$ cat config.mk
export PLATFORM = sky130hd
export DESIGN_NAME = spi_mem_responder
export DESIGN_NICKNAME = d
export VERILOG_FILES = /design/src/rtl/spi_mem_responder.sv
export SDC_FILE = /design/constraint.sdc
export NUM_CORES = 1
export LEC_CHECK = 0
export ABC_AREA = 1
export CAP_MARGIN = 20
export CORE_ASPECT_RATIO = 0.8
export CORE_MARGIN = 5
export CORE_UTILIZATION = 54
export CTS_CLUSTER_DIAMETER = 50
export DETAILED_ROUTE_END_ITERATION = 6
export PLACE_DENSITY = 0.78
export SETUP_SLACK_MARGIN = 0.2
export SYNTH_ARGS = -nofsm -noshare
export SYNTH_HDL_FRONTEND = slang
export SYNTH_SLANG_ARGS = --single-unit
$ cat constraint.sdc
create_clock -name clk_in -period 2.1 [get_ports clk_in]
set_input_delay 0.315 -clock clk_in [delete_from_list [all_inputs] [get_ports clk_in]]
set_output_delay 0.315 -clock clk_in [all_outputs]
set_load 0.02 [all_outputs]
$ cat src/rtl/spi_mem_responder.sv
// SPI mode-0 memory target for the 0x03 READ / 0x02 WRITE command set with 24-bit addressing.
// All SPI pins are oversampled in clk_in and turned into single-cycle byte memory accesses.
module spi_mem_responder #(
    parameter int unsigned SYNC_STAGES = 2,
    parameter int unsigned ADDR_WIDTH  = 16
) (
    input  logic                  clk_in,
    input  logic                  reset_n_in,
    input  logic                  sclk_in,
    input  logic                  cs_n_in,
    input  logic                  mosi_in,
    output logic                  miso_out,
    output logic                  miso_oe_out,
    output logic [ADDR_WIDTH-1:0] mem_addr_out,
    output logic                  mem_rd_out,
    input  logic [7:0]            mem_rdata_in,
    output logic                  mem_wr_out,
    output logic [7:0]            mem_wdata_out,
    output logic                  busy_out,
    output logic                  cmd_err_out
);

    typedef enum logic [2:0] {
        StIdle,
        StCmd,
        StAddr,
        StReadData,
        StWriteData,
        StIgnore
    } state_e;

    localparam logic [ADDR_WIDTH-1:0] AddrOne = 1;

    logic [SYNC_STAGES-1:0] sclk_sync, cs_sync, mosi_sync;
    logic                   sclk_prev, cs_prev;
    logic                   sclk_s, cs_s, mosi_s;
    logic                   sclk_rise, sclk_fall, cs_fall, cs_rise, byte_done;

    state_e                 state_q, state_d;
    logic [2:0]             bit_cnt_q, bit_cnt_d;
    logic [1:0]             byte_cnt_q, byte_cnt_d;
    logic                   read_mode_q, read_mode_d;
    logic [7:0]             rx_q, rx_d, rx_byte;
    logic [7:0]             tx_q, tx_d, tx_src;
    logic                   rd_dly_q;
    logic [ADDR_WIDTH-1:0]  addr_q, addr_d, addr_shift;
    logic [ADDR_WIDTH-1:0]  mem_addr_q, mem_addr_d;
    logic [7:0]             mem_wdata_q, mem_wdata_d;
    logic                   mem_rd_q, mem_rd_d;
    logic                   mem_wr_q, mem_wr_d;
    logic                   miso_q, miso_d;
    logic                   miso_oe_q, miso_oe_d;
    logic                   busy_q, busy_d;
    logic                   cmd_err_q, cmd_err_d;

    // Synchronisers reset to 0 so a cs_n held low through reset never looks like a select.
    always_ff @(posedge clk_in or negedge reset_n_in) begin
        if (!reset_n_in) begin
            sclk_sync <= '0;
            cs_sync   <= '0;
            mosi_sync <= '0;
            sclk_prev <= 1'b0;
            cs_prev   <= 1'b0;
        end else begin
            sclk_sync <= {sclk_sync[SYNC_STAGES-2:0], sclk_in};
            cs_sync   <= {cs_sync[SYNC_STAGES-2:0], cs_n_in};
            mosi_sync <= {mosi_sync[SYNC_STAGES-2:0], mosi_in};
            sclk_prev <= sclk_s;
            cs_prev   <= cs_s;
        end
    end

    assign sclk_s     = sclk_sync[SYNC_STAGES-1];
    assign cs_s       = cs_sync[SYNC_STAGES-1];
    assign mosi_s     = mosi_sync[SYNC_STAGES-1];
    assign sclk_rise  = sclk_s & ~sclk_prev;
    assign sclk_fall  = ~sclk_s & sclk_prev;
    assign cs_fall    = ~cs_s & cs_prev;
    assign cs_rise    = cs_s & ~cs_prev;
    assign byte_done  = sclk_rise && (bit_cnt_q == 3'd7);
    assign rx_byte    = {rx_q[6:0], mosi_s};
    assign addr_shift = ADDR_WIDTH'({addr_q, mosi_s});
    // Read data lands one cycle after the strobe; a fall in that same cycle must see it directly.
    assign tx_src     = rd_dly_q ? mem_rdata_in : tx_q;

    always_ff @(posedge clk_in or negedge reset_n_in) begin
        if (!reset_n_in) begin
            state_q     <= StIdle;
            bit_cnt_q   <= '0;
            byte_cnt_q  <= '0;
            read_mode_q <= 1'b0;
            rx_q        <= '0;
            tx_q        <= '0;
            rd_dly_q    <= 1'b0;
            addr_q      <= '0;
            mem_addr_q  <= '0;
            mem_wdata_q <= '0;
            mem_rd_q    <= 1'b0;
            mem_wr_q    <= 1'b0;
            miso_q      <= 1'b0;
            miso_oe_q   <= 1'b0;
            busy_q      <= 1'b0;
            cmd_err_q   <= 1'b0;
        end else begin
            state_q     <= state_d;
            bit_cnt_q   <= bit_cnt_d;
            byte_cnt_q  <= byte_cnt_d;
            read_mode_q <= read_mode_d;
            rx_q        <= rx_d;
            tx_q        <= tx_d;
            rd_dly_q    <= mem_rd_q;
            addr_q      <= addr_d;
            mem_addr_q  <= mem_addr_d;
            mem_wdata_q <= mem_wdata_d;
            mem_rd_q    <= mem_rd_d;
            mem_wr_q    <= mem_wr_d;
            miso_q      <= miso_d;
            miso_oe_q   <= miso_oe_d;
            busy_q      <= busy_d;
            cmd_err_q   <= cmd_err_d;
        end
    end

    always_comb begin
        state_d     = state_q;
        bit_cnt_d   = bit_cnt_q;
        byte_cnt_d  = byte_cnt_q;
        read_mode_d = read_mode_q;
        rx_d        = rx_q;
        tx_d        = tx_src;
        addr_d      = addr_q;
        mem_addr_d  = mem_addr_q;
        mem_wdata_d = mem_wdata_q;
        mem_rd_d    = 1'b0;
        mem_wr_d    = 1'b0;
        miso_d      = miso_q;
        miso_oe_d   = miso_oe_q;
        busy_d      = busy_q;
        cmd_err_d   = 1'b0;

        if (state_q != StIdle && sclk_rise) begin
            bit_cnt_d = bit_cnt_q + 3'd1;
            rx_d      = rx_byte;
        end

        case (state_q)
            StIdle: begin
                if (cs_fall) begin
                    state_d    = StCmd;
                    bit_cnt_d  = '0;
                    byte_cnt_d = '0;
                    busy_d     = 1'b1;
                    miso_oe_d  = 1'b1;
                    miso_d     = 1'b0;
                end
            end
            StCmd: begin
                if (byte_done) begin
                    byte_cnt_d = '0;
                    if (rx_byte == 8'h03) begin
                        state_d     = StAddr;
                        read_mode_d = 1'b1;
                    end else if (rx_byte == 8'h02) begin
                        state_d     = StAddr;
                        read_mode_d = 1'b0;
                    end else begin
                        state_d   = StIgnore;
                        cmd_err_d = 1'b1;
                    end
                end
            end
            StAddr: begin
                if (sclk_rise) begin
                    addr_d = addr_shift;
                    if (bit_cnt_q == 3'd7) begin
                        byte_cnt_d = byte_cnt_q + 2'd1;
                        if (byte_cnt_q == 2'd2) begin
                            if (read_mode_q) begin
                                state_d    = StReadData;
                                mem_addr_d = addr_shift;
                                mem_rd_d   = 1'b1;
                            end else begin
                                state_d = StWriteData;
                            end
                        end
                    end
                end
            end
            StReadData: begin
                if (sclk_fall) begin
                    miso_d = tx_src[7];
                    tx_d   = {tx_src[6:0], 1'b0};
                end
                if (byte_done) begin
                    addr_d     = addr_q + AddrOne;
                    mem_addr_d = addr_q + AddrOne;
                    mem_rd_d   = 1'b1;
                end
            end
            StWriteData: begin
                if (byte_done) begin
                    mem_addr_d  = addr_q;
                    mem_wdata_d = rx_byte;
                    mem_wr_d    = 1'b1;
                    addr_d      = addr_q + AddrOne;
                end
            end
            StIgnore: begin
                miso_d = 1'b0;
            end
            default: begin
                state_d = StIdle;
            end
        endcase

        // Deselect wins over everything except a byte strobe already decided this cycle.
        if (state_q != StIdle && cs_rise) begin
            state_d   = StIdle;
            busy_d    = 1'b0;
            miso_oe_d = 1'b0;
            miso_d    = 1'b0;
        end
    end

    assign miso_out      = miso_q;
    assign miso_oe_out   = miso_oe_q;
    assign mem_addr_out  = mem_addr_q;
    assign mem_rd_out    = mem_rd_q;
    assign mem_wr_out    = mem_wr_q;
    assign mem_wdata_out = mem_wdata_q;
    assign busy_out      = busy_q;
    assign cmd_err_out   = cmd_err_q;

endmodule

==> results.yml <==
routing:
  avgViaCountPerCell: 5.26
  wirelength_um: 9440
  wl_per_cell_um: 13.8
  vias: 3604
  drt-pass1-iter-count: 5
  remaining_drc_errors: 0
  drt_iter0_markers: 341
  antenna_left: 0
logic_synthesis:
  yosysWarnings: 0
  synth_area_leaders: "dfrtp_1 (47%), nand2_1 (13%), nor2_1 (7.3%)"
  ys_seq_area_share_pct: 47.1
  netlist_instances: 530
  synth_seq_cells: 78
  ys_types: 33
  async_flop_share_pct: 100
  yosysMostFrequentCell: "nand2_1"
  synth_edf_count: 0
  synth.top_cell.area_share_pct: 47.1
  post-synth-top-area-cell: "dfrtp_1"
  syn_area_mm2: 0.00415
  yosys-top-cells-count: "nand2_1 (144), nor2_1 (81), dfrtp_1 (78)"
  synth.avg_cell_area_um2: 7.82
  synth_fp_nets: 547
  ys.flop_type: "dfrtp_1"
worst_hold_path:
  hold_path_class: "reg -> reg"
global_routing:
  grt_max_degree: 41
  grt_pass1_wl_um: 16700
  antenna_found_initial: 0
  grt.total_usage_pct: 22.1
  grt_pass1_vias: 3445
  overflow: 0
clocking:
  clkSinkCount: 78
  cts_buffers: 9
  cts_setup_buffers: 0
  clk_latency_ns: 0.35
  cts.htree.levels: 3
  clock_tree.root_cell: "clkbuf_8"
  ctsLongestPathBuffers: 2
  cts_tree: "done"
  path_clk_slew_ns: 0.08
place:
  pre_cts_slack_ns: 0.292
  place.gp.congestion: 0.918
  placed_cells: 668
  portBuffers: 42
  place_hpwl_um: 6870
finish:
  num-fill-cells: 666
  multi_input_area_mm2: 0.00186
  register_area_mm2: 0.00195
  layout-drive-gt1-share_pct: 11.0
  final_nets: 592
  finalNonFillerCells: 685
  post-route-util_pct: 65.6
  antennaDiodeCount: 0
  area_growth_pct: 17.5
floorplan:
  start_util_pct: 55.8
  ios: 43
  dieWidth_um: 108
  die_area_mm2: 0.00954
  num_rows: 28
  coreArea_mm2: 0.00743
  die_h_um: 88.4
power:
  leakage_nw: 2.31
  vdd_drop_max_mv: 0.759
  power.density_mw_per_mm2: 1270
  power_mw: 6.18
sta:
  fmax_mhz: 571
  drv_slew: 0
  slew_headroom_pct: 65.6
  final.period_utilization_pct: 83.4
  layout_setup_ws_ns: 0.349
  max_slew.worst_pin.slew_ns: 0.516
  setup_viol: 0
  fin_skew_ns: 0.00958
  tns_ns: 0
  timing.final.crit_period_ns: 1.75
  rsz0062_at_grt: "no"
  finalHoldViolations: 0
worst_setup_path:
  cp-start-kind: "register"
  crit_type: "reg -> reg"
  crit_arrival_ns: 2.03
  cp.required_ns: 2.38
  end_kind: "register"
  crit_fanout: 17
flow_run:
  cap_violations: 0
outcome:
  outcome: "finished, final reports clean"
repair_timing:
item	in CTS	in global routing
endpoints found under the setup margin	0	25
gates resized for setup	0	3
hold buffers	1	0
endpoints found under the hold margin	39	0
final timing paths:
check                      slack (ns)  cells after the start                   start                     endpoint
max                              0.35                      8  state_q[1]$_DFFE_PN0P_  mem_addr_out[7]$_DFFE_PN0P_
min                              0.35                      0  mosi_sync[0]$_DFF_PN0_       mosi_sync[1]$_DFF_PN0_
max reg2reg                      0.35                      8  state_q[1]$_DFFE_PN0P_  mem_addr_out[7]$_DFFE_PN0P_
min reg2reg                      0.35                      0  mosi_sync[0]$_DFF_PN0_       mosi_sync[1]$_DFF_PN0_
max in group asynchronous        1.05                      3              reset_n_in       addr_q[13]$_DFFE_PN0P_
min in group asynchronous        0.47                      2              reset_n_in         cs_sync[0]$_DFF_PN0_
layout by cell type, fill, tap and decap left out, types with 8 or more instances in the layout:
cell type	instances
a31oi_1	9
nand2_1	143
inv_1	44
nor2_1	81
clkbuf_8	12
nor2_2	8
nand3_1	33
clkdlybuf4s50_1	41
o21ai_0	23
dfrtp_1	77
nand4_1	10
a21oi_1	29
flip-flops by register name, indices dropped and copies added (netlist names), 3 cells and up:
signal and flops:
addr_q 16, mem_addr_out 16, mem_wdata_out 8, tx_q 8
rx_q 7, bit_cnt_q 3, state_q 3
per-stage QoR:
| stage | hold slack (ns) | instance area, um^2 |
|---|---|---|
| 2_1_floorplan | 0.0194 | 4150 |
| 3_3_place_gp | 0.318 | 4620 |
| 3_5_place_dp | 0.323 | 4620 |
| 4_1_cts | 0.350 | 4870 |
| 5_1_grt | 0.355 | 4870 |
| 6_report | 0.348 | 4870 |
kinds of logic (layout without fill, tap and decap cells):
kind of cell,count (synthesis),count (layout),synth area share [%]
and+or+nand+nor,292,292,30.8
AOI/OAI and AO/OA,80,80,10.9
xor gates and xnor gates,5,5,1.06
DFF,78,78,47.1
muxes,3,3,0.754
buffers and inverters,68,118,8.24
adders and majority gates,4,4,1.21
metal layers:
| metal | global-route usage (%) | part of all wire (%) | wire [um] | up-vias |
|---|---|---|---|---|
| li1 | - | - | - | 1794 |
| met5 | 0 | 0 | 0 | - |
| met1 | 32.6 | 48 | 4540 | 1656 |
| met4 | 5.73 | 1.1 | 102 | 0 |
| met2 | 32.4 | 42 | 3950 | 140 |
| met3 | 6.05 | 8.9 | 837 | 14 |
report_power, final:
group          total [mW]  internal, mW  leakage [nW]  switching, mW
clock network        1.29         0.766         0.120          0.524
registers            2.38          1.94          1.01          0.441
logic                2.51         0.953          1.18           1.56
total                6.18          3.66          2.31           2.52
layout make-up:
cell class                 count  area share (%)
clock buffer                  13            3.47
clock inverter                 3            1.34
inverter                      52            4.21
multi-input combinational    384            38.1
sequential                    78            40.1
tap                          105            2.70
timing repair buffer          50            10.1
critical path: stages, from the launching register on:
cell and delay (ns):
dfrtp_2 0.50, inv_1 0.13, nand3_2 0.11, buf_4 0.21, nand3_2 0.09, nand3_4 0.22, inv_6 0.22, nor2_1 0.06
a21oi_1 0.12
(Power assumes the default switching activity.)
